===== config.mk =====
export PLATFORM = sky130hd
export DESIGN_NAME = student_deser8
export DESIGN_NICKNAME = d
export VERILOG_FILES = /design/src/rtl/student_deser8_pkg.sv /design/src/rtl/student_or8way.sv /design/src/rtl/student_deser8.sv
export SDC_FILE = /design/constraint.sdc
export NUM_CORES = 1
export LEC_CHECK = 0
export CAP_MARGIN = 20
export CELL_PAD_IN_SITES_DETAIL_PLACEMENT = 1
export CELL_PAD_IN_SITES_GLOBAL_PLACEMENT = 2
export CORE_MARGIN = 4
export CORE_UTILIZATION = 32
export DETAILED_ROUTE_END_ITERATION = 8
export PLACE_DENSITY_LB_ADDON = 0.3
export SYNTH_ARGS = -nofsm -noshare
export SYNTH_HDL_FRONTEND = slang
export SYNTH_SLANG_ARGS = --single-unit

===== constraint.sdc =====
create_clock -name clk -period 2 [get_ports clk]
set_input_delay 0.3 -clock clk [delete_from_list [all_inputs] [get_ports clk]]
set_output_delay 0.3 -clock clk [all_outputs]
set_load 0.1 [all_outputs]

===== src/rtl/student_deser8_pkg.sv =====
// student_deser8_pkg
//   Shared widths and the byte type used by the serial-to-parallel front end
//   and the 8-way OR reduction stage.
package student_deser8_pkg;

    localparam int WORD_W = 8;
    localparam int CNT_W  = 3;

    typedef logic [WORD_W-1:0] word_t;

endpackage


===== src/rtl/student_or8way.sv =====
// student_or8way
//   8-way OR reduction of a byte.
//   Ports:
//     in_word  in   8  byte to reduce
//     out      out  1  high when any bit of in_word is set
module student_or8way
    import student_deser8_pkg::*;
(
    input  word_t in_word,
    output logic  out
);

    assign out = |in_word;

endmodule


===== src/rtl/student_deser8.sv =====
// student_deser8
//   Collects 8 serial bits into a byte and presents it through a one-entry
//   valid/ready output buffer, with an activity flag from student_or8way.
//   Ports:
//     clk        in   1  system clock, rising edge
//     reset      in   1  asynchronous, active-high reset
//     in_bit     in   1  serial data bit
//     in_valid   in   1  in_bit offered this cycle
//     in_ready   out  1  in_bit accepted this cycle
//     out_word   out  8  buffered byte
//     out_valid  out  1  out_word holds an unconsumed byte
//     out_ready  in   1  consumer takes out_word this cycle
//     out_any    out  1  out_valid AND or8way(out_word)
//     bit_count  out  3  bits held in the partial shift register
//   Parameter MSB_FIRST: 1 puts the first accepted bit in out_word[7],
//   0 puts it in out_word[0].
//
//   Operating modes, derived from bit_count/out_valid (no state register):
//     state        | meaning
//     COLLECT      | out_valid = 0, gathering bits
//     HOLD_COLLECT | out_valid = 1, bit_count < 7, gathering behind a full buffer
//     STALL        | out_valid = 1, bit_count = 7, out_ready = 0, last bit held off
module student_deser8
    import student_deser8_pkg::*;
#(
    parameter bit MSB_FIRST = 1'b1
)
(
    input  logic             clk,
    input  logic             reset,
    input  logic             in_bit,
    input  logic             in_valid,
    output logic             in_ready,
    output word_t            out_word,
    output logic             out_valid,
    input  logic             out_ready,
    output logic             out_any,
    output logic [CNT_W-1:0] bit_count
);

    localparam logic [CNT_W-1:0] LAST_BIT = CNT_W'(WORD_W - 1);

    word_t shreg;
    word_t assembled;
    logic  accept;
    logic  complete;
    logic  drain;
    logic  any_raw;

    // Only the completing bit can stall; earlier bits never touch the buffer.
    assign in_ready = !((bit_count == LAST_BIT) && out_valid && !out_ready);
    assign accept   = in_valid && in_ready;
    assign complete = accept && (bit_count == LAST_BIT);
    assign drain    = out_valid && out_ready;

    // Shift register contents including the bit being accepted now.
    always_comb begin
        assembled = shreg;
        if (MSB_FIRST) begin
            assembled = {shreg[WORD_W-2:0], in_bit};
        end else begin
            assembled = {in_bit, shreg[WORD_W-1:1]};
        end
    end

    always_ff @(posedge clk or posedge reset) begin
        if (reset) begin
            shreg     <= '0;
            bit_count <= '0;
            out_word  <= '0;
            out_valid <= 1'b0;
        end else begin
            if (accept) begin
                bit_count <= bit_count + 3'd1;
                if (complete) begin
                    shreg    <= '0;
                    out_word <= assembled;
                end else begin
                    shreg <= assembled;
                end
            end
            // A completion in the same cycle as a drain keeps out_valid high.
            if (complete) begin
                out_valid <= 1'b1;
            end else if (drain) begin
                out_valid <= 1'b0;
            end
        end
    end

    student_or8way u_or8way (
        .in_word (out_word),
        .out     (any_raw)
    );

    assign out_any = out_valid && any_raw;

endmodule


==> results of run 1 <==
[worst max-delay path: stages (launching register included)]
cell and delay, ns:
dfrtp_4 0.52, ha_4 0.17, ha_4 0.16, nand3b_1 0.21, buf_12 0.21
[metal layers]
| metal | vias to the layer above | track usage [%] | part of all wire, % |
|---|---|---|---|
| li1 | 231 | - | - |
| met5 | - | 0 | 0 |
| met2 | 14 | 16.0 | 47 |
| met3 | 4 | 2.67 | 5.7 |
| met1 | 256 | 13.6 | 45 |
| met4 | 0 | 6.95 | 1.9 |
[cells by family (layout without fill, tap and decap cells)]
logic type | count (synthesis) | in the layout | share of synthesized area [%]
adders and majority gates | 2 | 2 | 3.12
buffers and inverters | 3 | 24 | 2.34
AOI/OAI and AO/OA | 8 | 8 | 8.58
and+or+nand+nor | 9 | 9 | 7.80
xor gates and xnor gates | 1 | 1 | 1.09
DFF | 19 | 19 | 59.3
muxes | 10 | 10 | 17.8
[flip-flops by register name (all words and copies together), names as in the netlist]
register,count
bit_count,3
out_word,8
out_valid,1
shreg,7
[cell usage after synthesis]
cell type	instances	area, µm²
nand2_1	1	3.75
a21boi_0	1	7.51
inv_1	1	3.75
xnor2_1	1	8.76
nand2b_1	1	6.26
nor2b_1	1	6.26
nand3b_1	1	7.51
ha_1	2	25.0
nor2b_4	1	13.8
nor4_1	2	12.5
mux2_4	8	120
mux2_2	2	22.5
nand2_2	2	12.5
buf_6	1	11.3
dfrtp_1	19	475
a22o_1	7	61.3
clkbuf_1	1	3.75
[final timing paths]
path                         startpoint           end  slack [ns]
setup / recovery           bit_count[1]      in_ready        0.12
hold / removal                    reset      shreg[1]        0.30
setup reg to reg           bit_count[1]  bit_count[2]        0.38
hold reg to reg                shreg[6]      shreg[6]        0.53
max in group asynchronous         reset  bit_count[0]        1.47
min in group clk               shreg[6]      shreg[6]        0.53
[cell type report]
type / count / share of cell area (%)
Multi-Input combinational cell: 30 / 32.4
Inverter: 1 / 0.348
Sequential cell: 19 / 45.0
Timing Repair Buffer: 19 / 16.5
Clock inverter: 1 / 0.464
Tap cell: 28 / 3.25
Clock buffer: 3 / 2.09
[per-stage QoR]
| step | setup WS, ns | hold WS [ns] | std cells | instance area (µm²) |
|---|---|---|---|---|
| final | 0.124 | 0.296 | 101 | 1080 |
| after global routing | 0.0454 | 0.303 | 101 | 1080 |
| after CTS | 0.114 | 0.307 | 101 | 1080 |
| after detailed placement | 0.259 | 0.503 | 97 | 1050 |
| after global placement | 0.292 | 0.493 | 97 | 1050 |
| after floorplan | -0.579 | 0.251 | 52 | 853 |
==> impl_metrics.tcl, run 1 <==
set metrics [dict create \
    status "finished, final reports clean" \
    fmaxAchievable_ghz 0.533 \
    seqCellArea_um2 485 \
    start_util_pct 34.9 \
    clock_skew_ns 0.0111 \
    dpl.hpwl_mm 1.19 \
    postSynthAreaPerCell_um2 15.4 \
    synth.distinct_cells 17 \
    ys_ff_latch 19 \
    min_period_ns 1.88 \
    yosys_warnings 0 \
    drt-total-wl_mm 1.59 \
    vias_per_cell 5.00 \
    worstSkewPairLatency_ns 0.30 \
    cts_buffers 3 \
    grt_overflow_total 0 \
    synth_area_um2 802 \
    critPathLaunchType "register" \
    fin_crit_sh_pct 93.8 \
    hold_buffers 0 \
    antenna_found_initial 0 \
    critPathRequiredTime_ns 1.70 \
    final_common_cell "dfrtp_1" \
    post_drt_wl_per_cell_um 15.8 \
    grt_pass1_vias 512 \
    drtAntennaViolNets 0 \
    die_w_um 58.1 \
    grt_start_max_net_pins 20 \
    maxSlewViolCount 0 \
    num-fill-cells 241 \
    hold_violations 0 \
    max-cap-violations 0 \
    io_pins 19 \
    clkTransAtPathRegs_ns 0.12 \
    synthCells 52 \
    drc 0 \
    place_congestion 0.649 \
    h-tree-depth 1 \
    mostFrequentLayoutCells "15 x dfrtp_1, 13 x buf_4, 10 x mux2_4" \
    endpoint_kind "output pin" \
    rsz0062_at_grt "no" \
    syn2layout_area_growth_pct 34.5 \
    drtPass1Iterations 2 \
    cts.sinks 19 \
    multi_input_area_um2 349 \
    grt_use_total_pct 10.7 \
    layout.nets 81 \
    path_max_fanout 3 \
    tightest_slew_ns 0.474 \
    grt_pass1_wl_mm 2.62 \
    setup_viol 0 \
    rr_worst_depth 5 \
    fin_tns_setup_ns 0 \
    drive_gt1_share_pct 53.4 \
    root_buffer "clkbuf_4" \
    utilization_pct 46.9 \
    cts_tree "yes" \
    portBuffers 18 \
    routed-via-count 505 \
    post_cts_buffers 0 \
    slew_headroom_pct 68.3 \
    num_antenna_cells 0 \
    cts_resized 0 \
    drtIter0Drc 2 \
    min_path_type "primary input to async pin" \
    die_h_um 58.1 \
    critPathKind "register to output pin" \
    coreArea_um2 2300 \
    die-area_um2 3370 \
    row_count 17 \
    synth-seq-area-share_pct 59.3 \
    cp.arrival_ns 1.58 \
    clk_path_buf_depth 2 \
    syn_nets 59 \
]
Power of run 1 is not shown: default switching activity piles up to over one toggle a cycle in this logic, so the estimate is an artifact.
==> run 2, diff against run 1 <==
--- a/config.mk
+++ b/config.mk
@@ -8,6 +8,7 @@
 export CAP_MARGIN = 20
 export CELL_PAD_IN_SITES_DETAIL_PLACEMENT = 1
 export CELL_PAD_IN_SITES_GLOBAL_PLACEMENT = 2
+export CORE_ASPECT_RATIO = 0.75
 export CORE_MARGIN = 4
 export CORE_UTILIZATION = 32
 export DETAILED_ROUTE_END_ITERATION = 8
==> impl_metrics.tcl, run 2 (synthesized netlist as in run 1, its figures left out) <==
set metrics [dict create \
    drt-total-wl_mm 1.56 \
    post_cts_buffers 0 \
    tightest_slew_ns 0.492 \
    die-area_um2 3380 \
    num_antenna_cells 0 \
    fin_crit_sh_pct 93.6 \
    cp.arrival_ns 1.57 \
    grt_use_total_pct 10.7 \
    critPathKind "register to output pin" \
    root_buffer "clkbuf_4" \
    grt_pass1_vias 511 \
    setup_viol 0 \
    drtPass1Iterations 2 \
    mostFrequentLayoutCells "15 x dfrtp_1, 13 x buf_4, 10 x mux2_4" \
    start_util_pct 34.2 \
    worst_slack_ns 0.128 \
    die_h_um 51.4 \
    routed-via-count 497 \
    largest_register "out_word" \
    path_max_fanout 3 \
    maxSlewViolCount 0 \
    h-tree-depth 1 \
    max-cap-violations 0 \
    min_period_ns 1.87 \
    final_common_cell "dfrtp_1" \
    slew_headroom_pct 67.1 \
    drc 0 \
    reg2reg_to "bit_count[1]" \
    clkTransAtPathRegs_ns 0.12 \
    route.met3.wl_um 109 \
    grt_pass1_wl_mm 2.61 \
    cts_buffers 3 \
    drtIter0Drc 8 \
    grt_start_max_net_pins 20 \
    hold_buffers 0 \
    utilization_pct 46.3 \
    fmaxAchievable_ghz 0.534 \
    drive_gt1_share_pct 53.4 \
    place_congestion 0.699 \
    hold_violations 0 \
    endpoint_kind "output pin" \
    rr_worst_depth 5 \
    worstSkewPairLatency_ns 0.31 \
    grt_overflow_total 0 \
    status "finished, final reports clean" \
    critPathRequiredTime_ns 1.70 \
    cts_resized 0 \
    reg.largest.list "out_word (8), shreg (7), bit_count (3)" \
    dpl.hpwl_mm 1.18 \
    wl_met1_um 736 \
    coreArea_um2 2350 \
    critPathLaunchType "register" \
    clock_skew_ns 0.0118 \
    vias_per_cell 4.64 \
    fin_tns_setup_ns 0 \
    syn2layout_area_growth_pct 35.4 \
    dr_wl_met2_um 698 \
    r2r_slack_ns 0.37 \
    largest_reg_flops 8 \
    io_pins 19 \
    rsz0062_at_grt "no" \
    die_w_um 65.8 \
    post_drt_wl_per_cell_um 14.6 \
    layout.nets 81 \
    portBuffers 18 \
    antenna_found_initial 0 \
    row_count 15 \
    pre_cts_slack_ns 0.271 \
    cts.sinks 19 \
    cts_tree "yes" \
    rr_startpoint "bit_count[0]" \
    drtAntennaViolNets 0 \
    min_path_type "primary input to async pin" \
    clk_path_buf_depth 2 \
    top_layer "met4" \
]
## run 2: through the flow
stage	cells	cell area (µm²)	hold slack, ns
2_1_floorplan	52	853	0.251
3_3_place_gp	103	1060	0.499
3_5_place_dp	103	1060	0.504
4_1_cts	107	1090	0.298
5_1_grt	107	1090	0.300
6_report	107	1090	0.293
## run 2: how the worst max path moves through the flow
stage | startpoint | end | slack (ns) | cells past startpoint
6_report | bit_count[0] | in_ready | 0.13 | 4
5_1_grt | bit_count[0] | in_ready | 0.05 | 4
4_1_cts | bit_count[0] | in_ready | 0.11 | 4
3_5_place_dp | in_valid | out_word[0] | 0.27 | 4
3_3_place_gp | in_valid | out_word[0] | 0.29 | 4
2_1_floorplan | bit_count[0] | bit_count[2] | -0.58 | 5
## run 2: routing by layer
metal,track usage [%],up-vias
met2,15.5,16
met3,5.71,4
met5,0,-
met1,13.8,248
li1,-,229
met4,3.10,0
## run 2: critical path, stage by stage (launching register included)
cell      delay (ns)
dfrtp_4         0.52
ha_4            0.17
ha_4            0.16
nand3b_1        0.21
buf_12          0.21
## run 2: cell type report
| class | count | area, µm² |
|---|---|---|
| fill | 237 | 1260 |
| sequential | 19 | 485 |
| multi-input combinational | 30 | 349 |
| timing repair buffer | 19 | 178 |
| tap | 34 | 42.5 |
| clock buffer | 3 | 22.5 |
| clock inverter | 1 | 5.00 |
| inverter | 1 | 3.75 |
Power of run 2 is left out for the same reason.
==> run 3, diff against run 2 <==
--- a/config.mk
+++ b/config.mk
@@ -10,7 +10,7 @@
 export CELL_PAD_IN_SITES_GLOBAL_PLACEMENT = 2
 export CORE_ASPECT_RATIO = 0.75
 export CORE_MARGIN = 4
-export CORE_UTILIZATION = 32
+export CORE_UTILIZATION = 29
 export DETAILED_ROUTE_END_ITERATION = 8
 export PLACE_DENSITY_LB_ADDON = 0.3
 export SYNTH_ARGS = -nofsm -noshare
==> constraint.sdc (replaced) <==
create_clock -name clk -period 1.56 [get_ports clk]
set_input_delay 0.234 -clock clk [delete_from_list [all_inputs] [get_ports clk]]
set_output_delay 0.234 -clock clk [all_outputs]
set_load 0.1 [all_outputs]
==> impl_metrics.tcl, run 3 (synthesized netlist as in run 1, its figures left out) <==
set metrics [dict create \
    grt_start_max_net_pins 20 \
    worstSkewPairLatency_ns 0.25 \
    clk_path_buf_depth 2 \
    worst_slack_ns -0.140 \
    cts.sinks 19 \
    min_period_ns 1.70 \
    die_w_um 68.7 \
    largest_register "out_word" \
    grt_pass1_vias 593 \
    critPathKind "register to output pin" \
    critPathRequiredTime_ns 1.33 \
    slew_headroom_pct 82.3 \
    place_congestion 0.674 \
    coreArea_um2 2620 \
    violations "setup timing" \
    drt-total-wl_mm 1.73 \
    start_util_pct 30.6 \
    rr_worst_depth 7 \
    critical_path.startpoint "bit_count[1]" \
    reg.largest.list "out_word (8), shreg (7), bit_count (3)" \
    setup_viol 14 \
    syn2layout_area_growth_pct 74.6 \
    cp.arrival_ns 1.47 \
    critPathCapture "in_ready" \
    rsz0062_at_grt "yes" \
    status "finished with violations" \
    io_pins 19 \
    drtPass1Iterations 2 \
    drtAntennaViolNets 0 \
    min_path_type "primary input to async pin" \
    crit_slowest_cell "dfrtp_4" \
    rr_startpoint "bit_count[1]" \
    cts_tree "yes" \
    grt_use_total_pct 10.6 \
    critPathLaunchType "register" \
    layout.nets 92 \
    max-cap-violations 0 \
    fmaxAchievable_ghz 0.588 \
    die-area_um2 3680 \
    cp_num_buf_inv 2 \
    clock_skew_ns 0.00298 \
    largest_reg_flops 8 \
    hold_buffers 0 \
    crit_chain "ha_4, ha_4, nand3b_1, buf_4, buf_12" \
    num-fill-cells 254 \
    critical-path-top-delay-family "flip-flops" \
    dpl.hpwl_mm 1.24 \
    reg2reg_to "out_word[4]" \
    drive_gt1_share_pct 66.7 \
    fin_crit_sh_pct 109 \
    root_buffer "clkbuf_8" \
    die_h_um 53.5 \
    path_max_fanout 2 \
    hold_violations 0 \
    endpoint_kind "output pin" \
    cts_buffers 3 \
    antenna_found_initial 0 \
    critical_path.max_stage_delay_ns 0.49 \
    clkTransAtPathRegs_ns 0.07 \
    crit_cells 5 \
    routed-via-count 531 \
    h-tree-depth 1 \
    grt_overflow_total 0 \
    cpMostUsedCell "ha_4" \
    portBuffers 18 \
    drtIter0Drc 4 \
    post_drt_wl_per_cell_um 14.4 \
    vias_per_cell 4.43 \
    final_common_cell "buf_12" \
    r2r_slack_ns -0.05 \
    fin_tns_setup_ns -0.647 \
    drc 0 \
    grt_pass1_wl_mm 2.82 \
    num_antenna_cells 0 \
    maxSlewViolCount 0 \
    row_count 16 \
    tightest_slew_ns 0.264 \
    mostFrequentLayoutCells "15 x buf_12, 12 x dfrtp_1, 10 x mux2_4, 10 x buf_4, 7 x a22o_1" \
]
==> run 3: cell types whose count changed in the layout (fill, tap and decap cells not counted), sizes merged <==
cell | before | now
buf | 15 | 26
==> run 3: metal layers <==
layer / part of all wire [%] / vias up / GRT usage [%]
met4: 0 / 0 / 2.91
met5: 0 / - / 0
met1: 45 / 268 / 13.7
met2: 50 / 12 / 16.8
li1: - / 251 / -
met3: 4.9 / 0 / 3.97
==> run 3: layout make-up <==
type                       instances  area [µm²]  share of cell area, %
sequential                        19         489                   34.9
timing repair buffer              30         420                   30.0
multi-input combinational         30         395                   28.2
tap                               36        45.0                   3.22
clock buffer                       3        41.3                   2.95
clock inverter                     1        5.00                  0.357
inverter                           1        3.75                  0.268
==> run 3: how the worst min path moves through the flow <==
stage,startpoint,to,depth (start not counted)
3_3_place_gp,shreg[6],shreg[6],1
6_report,reset,shreg[6],3
5_1_grt,reset,bit_count[0],3
4_1_cts,reset,bit_count[0],3
3_5_place_dp,shreg[4],shreg[4],1
2_1_floorplan,reset,bit_count[0],1
==> run 3: through the flow <==
| stage | hold WS, ns | area, µm² | utilization, % | setup slack (ns) | std cells |
|---|---|---|---|---|---|
| 5_1_grt | 0.328 | 1400 | 53.4 | -0.193 | 120 |
| 3_5_place_dp | 0.519 | 1270 | 48.4 | -0.00712 | 111 |
| 2_1_floorplan | 0.185 | 853 | - | -1.02 | 52 |
| 3_3_place_gp | 0.493 | 1270 | 48.4 | 0.0234 | 111 |
| 6_report | 0.294 | 1400 | 53.4 | -0.140 | 120 |
| 4_1_cts | 0.303 | 1360 | 51.8 | -0.146 | 117 |
==> run 3: tightest hold or removal path, delay by kind of cell <==
kind     cells  cell delay, ns
buf+inv      3            0.69
==> run 3: repair_timing <==
| item | in CTS | in global routing |
|---|---|---|
| gates resized for setup | 5 | 6 |
| buffers inserted | 2 | 11 |
| pin swaps | 2 | 3 |
| endpoints found under the setup margin | 2 | 12 |
Power of run 3 is left out for the same reason.
